==> config.mk <==
export PLATFORM = sky130hd
export DESIGN_NAME = cache_bus_responder
export DESIGN_NICKNAME = d
export VERILOG_FILES = /design/src/rtl/cache_bus_responder.sv
export SDC_FILE = /design/constraint.sdc
export NUM_CORES = 1
export LEC_CHECK = 0
export BUFFER_PORTS_ARGS = -buffer_cell sky130_fd_sc_hd__buf_4
export CORE_AREA = 4 4 303 305
export CTS_CLUSTER_DIAMETER = 60
export CTS_CLUSTER_SIZE = 30
export DETAILED_ROUTE_END_ITERATION = 10
export DIE_AREA = 0 0 307 309
export GPL_TIMING_DRIVEN = 0
export PLACE_DENSITY = 0.41
export SETUP_SLACK_MARGIN = 0.05
export SYNTH_ARGS = -nofsm -noshare
export SYNTH_HDL_FRONTEND = slang
export SYNTH_SLANG_ARGS = --single-unit
==> constraint.sdc <==
create_clock -name clk -period 3.7 [get_ports clk]
set_input_delay 0 -clock clk [delete_from_list [all_inputs] [get_ports clk]]
set_output_delay 0 -clock clk [all_outputs]
set_load 0.01 [all_outputs]
==> src/rtl/cache_bus_responder.sv <==
// Line-fill / writeback responder: splits one cache-line transaction into
// 2^LOGBWPL memory beats, assembling fetched beats into FetchBuffer.
module cache_bus_responder #(
  parameter int PA_BITS = 32,
  parameter int LINELEN = 512,
  parameter int BEATLEN = 64,
  parameter int LOGBWPL = $clog2(LINELEN / BEATLEN)
) (
  input  logic                 clk,
  input  logic                 resetn,
  input  logic [1:0]           CacheBusRW,
  input  logic [PA_BITS-1:0]   CacheBusAdr,
  input  logic [BEATLEN-1:0]   CacheWriteBeat,
  output logic                 CacheBusAck,
  output logic [LOGBWPL-1:0]   BeatCount,
  output logic                 SelBusBeat,
  output logic [LINELEN-1:0]   FetchBuffer,
  output logic                 MemReq,
  output logic                 MemWrite,
  output logic [PA_BITS-1:0]   MemAdr,
  output logic [BEATLEN-1:0]   MemWData,
  input  logic                 MemReady,
  input  logic [BEATLEN-1:0]   MemRData
);

  localparam int BEAT_BYTES = BEATLEN / 8;

  typedef enum logic [1:0] {IDLE, WRITE, FETCH, DONE} state_t;

  state_t               state_q;
  logic [LOGBWPL-1:0]   beat_q;
  logic [LOGBWPL-1:0]   beat_d;
  logic [PA_BITS-1:0]   adr_q;
  logic [LINELEN-1:0]   fetch_q;
  logic                 req_q;
  logic                 wr_q;
  logic                 ack_q;
  logic                 last_beat;

  assign last_beat = &beat_q;
  // Counter wraps to zero on the final beat so IDLE always starts at beat 0.
  assign beat_d    = last_beat ? '0 : beat_q + 1'b1;

  always_ff @(posedge clk) begin
    if (!resetn) begin
      state_q <= IDLE;
      beat_q  <= '0;
      adr_q   <= '0;
      req_q   <= 1'b0;
      wr_q    <= 1'b0;
      ack_q   <= 1'b0;
    end else begin
      case (state_q)
        IDLE: begin
          beat_q <= '0;
          // Writeback wins over fetch so a dirty victim leaves before the refill.
          if (CacheBusRW[0]) begin
            state_q <= WRITE;
            adr_q   <= CacheBusAdr;
            req_q   <= 1'b1;
            wr_q    <= 1'b1;
          end else if (CacheBusRW[1]) begin
            state_q <= FETCH;
            adr_q   <= CacheBusAdr;
            req_q   <= 1'b1;
            wr_q    <= 1'b0;
          end
        end
        WRITE, FETCH: begin
          if (MemReady) begin
            beat_q <= beat_d;
            if (last_beat) begin
              state_q <= DONE;
              req_q   <= 1'b0;
              wr_q    <= 1'b0;
              ack_q   <= 1'b1;
            end
          end
        end
        DONE: begin
          state_q <= IDLE;
          ack_q   <= 1'b0;
        end
        default: begin
          state_q <= IDLE;
          req_q   <= 1'b0;
          wr_q    <= 1'b0;
          ack_q   <= 1'b0;
        end
      endcase
    end
  end

  always_ff @(posedge clk) begin
    if (!resetn) begin
      fetch_q <= '0;
    end else if (state_q == FETCH && MemReady) begin
      fetch_q[int'(beat_q) * BEATLEN +: BEATLEN] <= MemRData;
    end
  end

  assign CacheBusAck = ack_q;
  assign BeatCount   = beat_q;
  assign SelBusBeat  = wr_q;
  assign FetchBuffer = fetch_q;
  assign MemReq      = req_q;
  assign MemWrite    = wr_q;
  assign MemAdr      = adr_q + PA_BITS'(beat_q) * PA_BITS'(BEAT_BYTES);
  assign MemWData    = CacheWriteBeat;

endmodule

==> results of run 1 <==
synth_stat cells, types with 31 or more instances:
cell type,count,area [sq um]
and2_1,39,244
nor2_1,41,154
nand3_1,268,1340
o21ai_1,31,155
dfxtp_1,552,11100
buf_4,123,923
buf_2,67,335
clkbuf_1,127,477
nand2_1,741,2780
a22oi_1,35,263
a21oi_1,463,2320
o21ai_0,40,200
path summary, 6_finish.rpt:
kind | startpoint | end | slack [ns] | cells past startpoint
worst min-delay path | resetn | FetchBuffer[500]$_SDFFE_PN0P_ | 0.15 | 3
worst min register to register | FetchBuffer[159]$_SDFFE_PN0P_ | FetchBuffer[159]$_SDFFE_PN0P_ | 0.45 | 2
worst max register to register | BeatCount[0]$_SDFFE_PN0P_ | FetchBuffer[185]$_SDFFE_PN0P_ | 0.29 | 12
worst max-delay path | BeatCount[0]$_SDFFE_PN0P_ | FetchBuffer[185]$_SDFFE_PN0P_ | 0.29 | 12
kinds of logic (layout without fill, tap and decap cells):
group | after synthesis | in the layout | synth area share, %
and+or+nand+nor | 1154 | 1154 | 23.2
AOI/OAI and AO/OA | 598 | 598 | 14.5
DFF | 552 | 552 | 50.9
buffers and inverters | 352 | 1237 | 9.39
xor gates and xnor gates | 27 | 27 | 1.09
adders and majority gates | 13 | 13 | 0.784
muxes | 2 | 2 | 0.0980
other | 0 | 3 | 0
flip-flops by register name (all words and copies together), names as in the netlist:
signal	count
MemWrite	1
BeatCount	3
MemReq	1
adr_q	32
state_q	2
CacheBusAck	1
FetchBuffer	512
metal layers:
metal / vias up / wire length, um / track usage (%)
met1: 10596 / 50300 / 30.3
met5: - / 0 / 0
met2: 749 / 58700 / 42.2
li1: 10568 / - / -
met3: 116 / 9300 / 6.73
met4: 0 / 2590 / 5.35
layout by cell type (no fill, tap or decap), types with 4 or more instances in the layout:
master	instances
nand2b_1	4
clkinv_4	7
clkbuf_1	120
clkbuf_2	9
o21ai_0	40
inv_1	6
dfxtp_1	551
and2_1	39
clkinv_2	4
nand3_1	268
a21oi_1	463
clkbuf_4	8
bufinv_16	6
clkbuf_8	7
xnor2_1	20
inv_6	12
buf_2	67
nor2_1	38
buf_8	5
clkbuf_16	63
a22oi_1	35
xor2_1	7
nor2b_1	12
ha_1	12
inv_8	6
buf_6	19
o21ai_1	31
and4_1	4
a21boi_0	6
nand4_1	10
nand2_1	741
buf_4	786
and3_1	6
a21boi_1	14
nor4_4	4
dlygate4sd3_1	102
per-stage QoR:
stage | cell area (sq um) | power [W] | std cells | hold slack, ns | setup TNS, ns
after detailed placement | 28200 | 0.00848 | 4530 | 0.178 | -107.87
final | 31600 | 0.0153 | 4762 | 0.146 | 0
after floorplan | 21700 | 0.00748 | 2698 | 0.0918 | 0
after global routing | 31500 | 0.0158 | 4759 | 0.148 | 0
after global placement | 28100 | 0.00847 | 4524 | 0.177 | -202.13
after CTS | 31500 | 0.0154 | 4753 | 0.109 | 0
timing repair:
item,4_1_cts,5_1_grt
setup endpoints to repair,389,300
gates resized for setup,10,11
pin swaps,4,2
hold endpoints to repair,550,0
hold buffers,102,0
setup buffers,7,6
critical path, cell delays in order, from the launching register on:
cell	delay, ns
dfxtp_2	0.48
buf_2	0.35
inv_1	0.13
ha_1	0.25
ha_1	0.27
buf_2	0.18
nand2_1	0.09
buf_2	0.41
or4_1	0.17
buf_2	0.40
buf_2	0.37
nand2_1	0.09
a21oi_1	0.12
power breakdown:
part,internal [W],switching (W),total [W]
registers,0.00612,0.000187,0.00631
logic,0.000814,0.00132,0.00214
clock network,0.00379,0.00302,0.00681
total,0.0107,0.00453,0.0153
area by class of cell:
type / instances / area, sq um / area share, %
clock buffer: 74 / 1690 / 5.35
timing repair buffer: 771 / 6100 / 19.3
multi-input combinational: 1794 / 8660 / 27.5
sequential: 552 / 11100 / 35.0
inverter: 6 / 22.5 / 0.0714
tap: 1176 / 1470 / 4.66
buffer: 345 / 2020 / 6.42
clock inverter: 41 / 523 / 1.66
antenna: 3 / 7.51 / 0.0238
==> flow_summary.ini, run 1 <==
[sta]
final_max_slew_viol_count = 0
worst_pin_slew_ns = 1.40
fmax_ghz = 0.294
final.min_clock_period_ns = 3.41
fin_crit_sh_pct = 92.0
setup_viol = 0
hold_violations = 0
skew_ns = 0.0275
rsz0062_at_grt = no
timing.slew.headroom_pct = 6.47
worst_slack_ns = 0.295

[job]
max_cap_viol_count = 0

[setup_path]
worst_ep_required_time_ns = 4.25
worstSetupPathType = register to register
crit_fanout = 10
start_kind = register
arrival_ns = 3.95
endpoint_kind = register

[power_and_ir_drop]
peakVddDrop_mv = 0.310
power_density_nw_per_um2 = 483
p_leak_nw = 12.4

[clock_tree]
cts_htree_levels = 2
tritoncts = yes
clk_pin_slew_worst_paths_ns = 0.06
root_buffer = clkbuf_16
clock-sinks = 552
ctsLongestPathBuffers = 3
cts_buffers = 61
clk_latency_ns = 0.65

[detailed_routing]
viasPerCell = 4.63
first_pass_iters = 7
initialDrtViolationCount = 1367
routed_wl_um = 121000
vias = 22029
wl_per_cell_um = 25.4
ant_nets = 0
drt_drc_violations_left = 0

[global_route]
antenna_found_initial = 9
grt_pass1_wl_um = 167000
grt_start_max_net_pins = 19
gr-usage-all-layers_pct = 24.3
grt_overflow = 0
grt_pass1_vias = 21684

[die]
initial_core_util_pct = 24.3
rows = 110
coreArea_sq_um = 89300
die_x_um = 307
die-area_sq_um = 94900
ios = 780
die_y_um = 309

[synthesis]
syn_area_per_cell_sq_um = 8.05
synth_edf_count = 0
synth_cells = 2698
yosys_warnings = 0
synth.distinct_cells = 52
synth-main-ff-cell = dfxtp_1
syn_area_sq_um = 21700
ys_seq_elements = 552
syn_nets = 2876
async_flop_share_pct = 0
ys_seq_area_share_pct = 50.9

[min_path]
hold_class = input pin to register

[layout]
syn_to_final_growth_pct = 45.3
n_fill_cell = 9535
drive_above_1_share_pct = 28.6
fin_nets = 3709
fin_util_pct = 35.3

[placed_design]
post-place-ws_ns = -0.638
place_hpwl_um = 89800
port_buffers = 650
place_congestion = 0.854

[status]
status = complete, no violations
(Power assumes the default switching activity.)
==> run 2: changes to the inputs <==
--- a/config.mk
+++ b/config.mk
@@ -13,6 +13,7 @@
 export DIE_AREA = 0 0 307 309
 export GPL_TIMING_DRIVEN = 0
 export PLACE_DENSITY = 0.41
+export RECOVER_POWER = 25
 export SETUP_SLACK_MARGIN = 0.05
 export SYNTH_ARGS = -nofsm -noshare
 export SYNTH_HDL_FRONTEND = slang
==> constraint.sdc (replaced) <==
create_clock -name clk -period 3.7 [get_ports clk]
set_input_delay 0.37 -clock clk [delete_from_list [all_inputs] [get_ports clk]]
set_output_delay 0.37 -clock clk [all_outputs]
set_load 0.01 [all_outputs]
==> run 2 against run 1 <==
Effect of this change:
- core utilization shrank 2.0 points
- total power decreased by 0.91%
- critical path depth unchanged
- via count decreased by 0.46%
- flip-flop and latch count unchanged
- die area unchanged
- register-to-register slack is essentially flat
- non-clock buffer count decreased by 71
- critical endpoint unchanged
- largest power group unchanged
==> flow_summary.ini, run 2 (same netlist as run 1, synthesis figures left out) <==
[layout]
final_common_cell = nand2_1
drive_above_1_share_pct = 20.8
syn_to_final_growth_pct = 37.1
final_area_sq_um = 29800
fin_nets = 3638
n_fill_cell = 9788
largest_register_ffs = 512
final_cell_mix = 741 x nand2_1, 551 x dfxtp_1, 495 x buf_4, 463 x a21oi_1, 411 x clkbuf_1

[sta]
final.min_clock_period_ns = 3.39
fin_crit_sh_pct = 91.6
hold_violations = 0
timing.slew.headroom_pct = 8.57
fmax_ghz = 0.295
rsz0062_at_grt = no
worst_pin_slew_ns = 1.37
skew_ns = 0.0293
final_max_slew_viol_count = 0
setup_viol = 0

[detailed_routing]
initialDrtViolationCount = 1256
vias = 21928
wl_per_cell_um = 25.7
ant_nets = 0
viasPerCell = 4.67
drt_drc_violations_left = 0
routed_wl_um = 121000
first_pass_iters = 5

[job]
max_cap_viol_count = 0

[die]
initial_core_util_pct = 24.3
die_y_um = 309
die-area_sq_um = 94900
coreArea_sq_um = 89300
rows = 110
ios = 780
die_x_um = 307

[power_and_ir_drop]
power_density_nw_per_um2 = 508
p_leak_nw = 10.9
peakVddDrop_mv = 0.312
total_power_w = 0.0151

[setup_path]
r2r_slack_ns = 0.31
crit_fanout = 11
worstSetupPathType = register to register
endpoint_kind = register
worst_ep_required_time_ns = 4.25
start_kind = register
arrival_ns = 3.94

[placed_design]
place_hpwl_um = 89800
place_area_sq_um = 28200
place_congestion = 0.854
port_buffers = 650

[status]
status = complete, no violations

[clock_tree]
clock-sinks = 552
clk_pin_slew_worst_paths_ns = 0.07
cts_htree_levels = 2
ctsLongestPathBuffers = 3
root_buffer = clkbuf_16
tritoncts = yes
clk_latency_ns = 0.65
cts_buffers = 61

[global_route]
gr-usage-all-layers_pct = 24.3
grt_pass1_vias = 21456
antenna_found_initial = 9
grt_pass1_wl_um = 166000
grt_start_max_net_pins = 19
grt_overflow = 0

[min_path]
hold_class = input pin to register
## run 2: cell types whose count changed in the layout (fill, tap and decap cells not counted)
cell | before | now
buf_4 | 786 | 495
clkbuf_1 | 120 | 411
dlygate4sd3_1 | 102 | 31
diode_2 | 3 | 4
nor4_2 | 1 | 0
nor4_4 | 4 | 5
## run 2: final timing paths
kind                              endpoint  depth (start not counted)                         start
max          FetchBuffer[185]$_SDFFE_PN0P_                         12     BeatCount[0]$_SDFFE_PN0P_
min          FetchBuffer[339]$_SDFFE_PN0P_                          3                  MemRData[19]
max reg2reg  FetchBuffer[185]$_SDFFE_PN0P_                         12     BeatCount[0]$_SDFFE_PN0P_
min reg2reg   FetchBuffer[31]$_SDFFE_PN0P_                          2  FetchBuffer[31]$_SDFFE_PN0P_
## run 2: report_power, final
| group | leakage [nW] | switching, W | internal [W] |
|---|---|---|---|
| Sequential | 4.45 | 0.000185 | 0.00612 |
| Clock | 1.09 | 0.00301 | 0.00379 |
| Combinational | 5.41 | 0.00131 | 0.000703 |
| Total | 10.9 | 0.00450 | 0.0106 |
## run 2: cell type report
cell class | instances | area (sq um) | area share (%)
Sequential cell | 552 | 11100 | 37.1
Inverter | 6 | 22.5 | 0.0757
Buffer | 345 | 2020 | 6.80
Multi-Input combinational cell | 1794 | 8670 | 29.1
Clock inverter | 41 | 523 | 1.76
Timing Repair Buffer | 700 | 4300 | 14.4
Antenna cell | 4 | 10.0 | 0.0336
Clock buffer | 74 | 1690 | 5.67
Tap cell | 1176 | 1470 | 4.94
## run 2: through the flow
stage / setup WS [ns] / hold slack, ns / TNS [ns] / std cells / util, %
after floorplan: 0.968 / 0.437 / 0 / 2698 / -
final: 0.310 / 0.0356 / 0 / 4692 / 33.3
after detailed placement: -0.638 / 0.445 / -107.87 / 4530 / 31.5
after global placement: -0.982 / 0.442 / -202.24 / 4524 / 31.4
after global routing: 0.0737 / 0.0215 / 0 / 4688 / 33.3
after CTS: 0.0174 / 0.000451 / 0 / 4682 / 34.5
## run 2: what timing repair did
action / CTS / global route
pin swaps: 4 / 2
setup buffers: 7 / 6
hold buffers: 31 / 0
hold endpoints to repair: 31 / 0
endpoints found under the setup margin: 393 / 301
gates resized for setup: 11 / 11
## run 2: critical path, cell delays in order (launching register included)
cell and delay [ns]:
dfxtp_2 0.48, buf_2 0.35, inv_1 0.13, ha_1 0.25, ha_1 0.27, buf_2 0.19, nand2_1 0.09, buf_2 0.39
or4_1 0.17, buf_2 0.41, buf_2 0.37, nand2_1 0.09, a21oi_1 0.12
## run 2: layer usage
layer / global-route usage [%] / routed length (um) / part of all wire, %
met1: 30.0 / 50000 / 41
met2: 41.9 / 58200 / 48
met3: 6.96 / 9570 / 7.9
met4: 5.60 / 2810 / 2.3
met5: 0 / 0 / 0
==> run 3: changes to the inputs <==
--- a/config.mk
+++ b/config.mk
@@ -12,7 +12,6 @@
 export DETAILED_ROUTE_END_ITERATION = 10
 export DIE_AREA = 0 0 307 309
 export GPL_TIMING_DRIVEN = 0
-export PLACE_DENSITY = 0.41
 export RECOVER_POWER = 25
 export SETUP_SLACK_MARGIN = 0.05
 export SYNTH_ARGS = -nofsm -noshare
==> run 3 against run 2 <==
Effect of this change:
- count of clock-buffer cells in the layout down 13
- clock power down 6.0%
- first-iteration DRC count up 56%
- register-to-register slack worse by 0.099 ns
- setup slack worse by 0.099 ns
- combinational power up 2%
- clock skew up 0.0031 ns
- global-route usage down 1.0 points
- routed wire length down 2.9%
- sequential power about the same
- critical endpoint is now FetchBuffer[99]$_SDFFE_PN0P_
==> flow_summary.ini, run 3 (same netlist as run 1, synthesis figures left out) <==
[clock_tree]
cts_htree_levels = 2
root_buffer = clkbuf_16
clk_pin_slew_worst_paths_ns = 0.10
cts_buffers = 55
tritoncts = yes
clock-sinks = 552
clk_latency_ns = 0.64
ctsLongestPathBuffers = 3

[detailed_routing]
initialDrtViolationCount = 1957
routed_wl_um = 117000
first_pass_iters = 8
wl_per_cell_um = 25.0
viasPerCell = 4.77
ant_nets = 0
drt_drc_violations_left = 0
vias = 22305

[layout]
largest_register_ffs = 512
final_cell_mix = 741 x nand2_1, 551 x dfxtp_1, 492 x buf_4, 463 x a21oi_1, 405 x clkbuf_1
syn_to_final_growth_pct = 36.8
final_cells = 4680
final_common_cell = nand2_1
fin_nets = 3633
final_area_sq_um = 29700
fin_util_pct = 33.3
drive_above_1_share_pct = 20.7

[die]
ios = 780
die-area_sq_um = 94900
initial_core_util_pct = 24.3
rows = 110
coreArea_sq_um = 89300
die_x_um = 307
die_y_um = 309

[sta]
final.min_clock_period_ns = 3.49
fin_crit_sh_pct = 94.3
fmax_ghz = 0.287
final_max_slew_viol_count = 0
skew_ns = 0.0325
hold_slack_ns = 0.0436
finalSetupTns_ns = 0
timing.slew.headroom_pct = 8.77
rsz0062_at_grt = yes
worst_pin_slew_ns = 1.37
setup_viol = 0
hold_violations = 0

[global_route]
grt_pass1_vias = 21126
grt_overflow = 0
grt_pass1_wl_um = 159000
antenna_found_initial = 8
grt_start_max_net_pins = 25
gr-usage-all-layers_pct = 23.2

[placed_design]
place_hpwl_um = 88000
port_buffers = 650
dp_cells = 4533
place_area_sq_um = 28200
place_congestion = 0.897

[setup_path]
endpoint_kind = register
reg2regPathDepth = 11
cpPeakStageDelay_ns = 0.50
critical_path.endpoint = FetchBuffer[99]$_SDFFE_PN0P_
crit_fanout = 10
worstSetupPathType = register to register
crit_cells = 11
start_kind = register
cp_num_buf_inv = 5
crit_chain = buf_2, inv_1, ha_1, ha_1, buf_2, nand2_1, buf_2, nor2_1, clkbuf_2, nand2_1, a21oi_1
cpMostUsedCell = buf_2
cp_slowest_cell = dfxtp_2
worst_ep_required_time_ns = 4.26
arrival_ns = 4.04
r2r_start = BeatCount[0]$_SDFFE_PN0P_
r2r_slack_ns = 0.21
cpLargestDelayFamily = buffers and inverters
worstSetupStartpoint = BeatCount[0]$_SDFFE_PN0P_
r2r_end = FetchBuffer[99]$_SDFFE_PN0P_

[power_and_ir_drop]
p_leak_nw = 10.9
p_int_w = 0.0100
seq_power_share_pct = 42.7
p_clk_share_pct = 43.3
p_comb_share_pct = 13.9
power_density_nw_per_um2 = 496
peakVddDrop_mv = 0.332
p_switching_w = 0.00470
p_sw_share_pct = 31.9

[job]
max_cap_viol_count = 0

[min_path]
hold_class = input pin to register

[status]
status = complete, no violations
## run 3: cell count changes in the layout (fill, tap and decap cells not counted), sizes merged
cell	before	now
clkbuf	498	486
bufinv	6	1
inv	26	31
buf	590	586
clkinvlp	1	5
dlygate4sd3	31	35
clkinv	14	12
diode	4	2
## run 3: through the flow
step / total power, W / setup slack, ns
6_report: 0.0147 / 0.211
5_1_grt: 0.0152 / 0.0246
4_1_cts: 0.0149 / 0.0576
3_5_place_dp: 0.00851 / -1.12
3_3_place_gp: 0.00846 / -1.05
2_1_floorplan: 0.00748 / 0.968
## run 3: power groups by stage
stage	clock [W]	combinational (W)	sequential (W)
2_1_floorplan	0	0.00106	0.00642
3_3_place_gp	0	0.00203	0.00643
3_5_place_dp	0	0.00207	0.00644
4_1_cts	0.00649	0.00211	0.00630
5_1_grt	0.00673	0.00219	0.00632
6_report	0.00639	0.00206	0.00630
## run 3: worst min path at each step
stage | from | end | slack, ns | depth (start not counted)
6_report | MemRData[0] | FetchBuffer[320]$_SDFFE_PN0P_ | 0.04 | 3
5_1_grt | MemRData[52] | FetchBuffer[244]$_SDFFE_PN0P_ | 0.03 | 3
4_1_cts | MemRData[57] | FetchBuffer[249]$_SDFFE_PN0P_ | 0.004 | 3
3_5_place_dp | FetchBuffer[405]$_SDFFE_PN0P_ | FetchBuffer[405]$_SDFFE_PN0P_ | 0.44 | 2
3_3_place_gp | FetchBuffer[202]$_SDFFE_PN0P_ | FetchBuffer[202]$_SDFFE_PN0P_ | 0.44 | 2
2_1_floorplan | adr_q[0]$_SDFFE_PN0P_ | adr_q[0]$_SDFFE_PN0P_ | 0.44 | 2
## run 3: cell type report
cell class	count	area, sq um
Clock inverter	43	636
Antenna cell	2	5.00
Sequential cell	552	11100
Buffer	345	2040
Tap cell	1176	1470
Multi-Input combinational cell	1794	8660
Fill cell	9716	59600
Inverter	6	22.5
Clock buffer	61	1460
Timing Repair Buffer	701	4360
## run 3: metal layers
metal | wire length [um] | part of all wire, % | vias up | track usage [%]
met4 | 3900 | 3.3 | 0 | 7.29
met1 | 48100 | 41 | 10752 | 29.0
met2 | 56200 | 48 | 983 | 40.1
met5 | 0 | 0 | - | 0
met3 | 8890 | 7.6 | 172 | 5.18
li1 | - | - | 10398 | -
## run 3: timing repair
| item | CTS | global route |
|---|---|---|
| gates resized for setup | 18 | 5 |
| hold buffers | 35 | 0 |
| pin swaps | 2 | 2 |
| buffers inserted | 5 | 2 |
| endpoints found under the hold margin | 35 | 0 |
| setup endpoints to repair | 435 | 86 |
## run 3: tightest hold or removal path, stage by stage
cell	delay [ns]
buf_4	0.16
nand2_1	0.06
a21oi_1	0.05
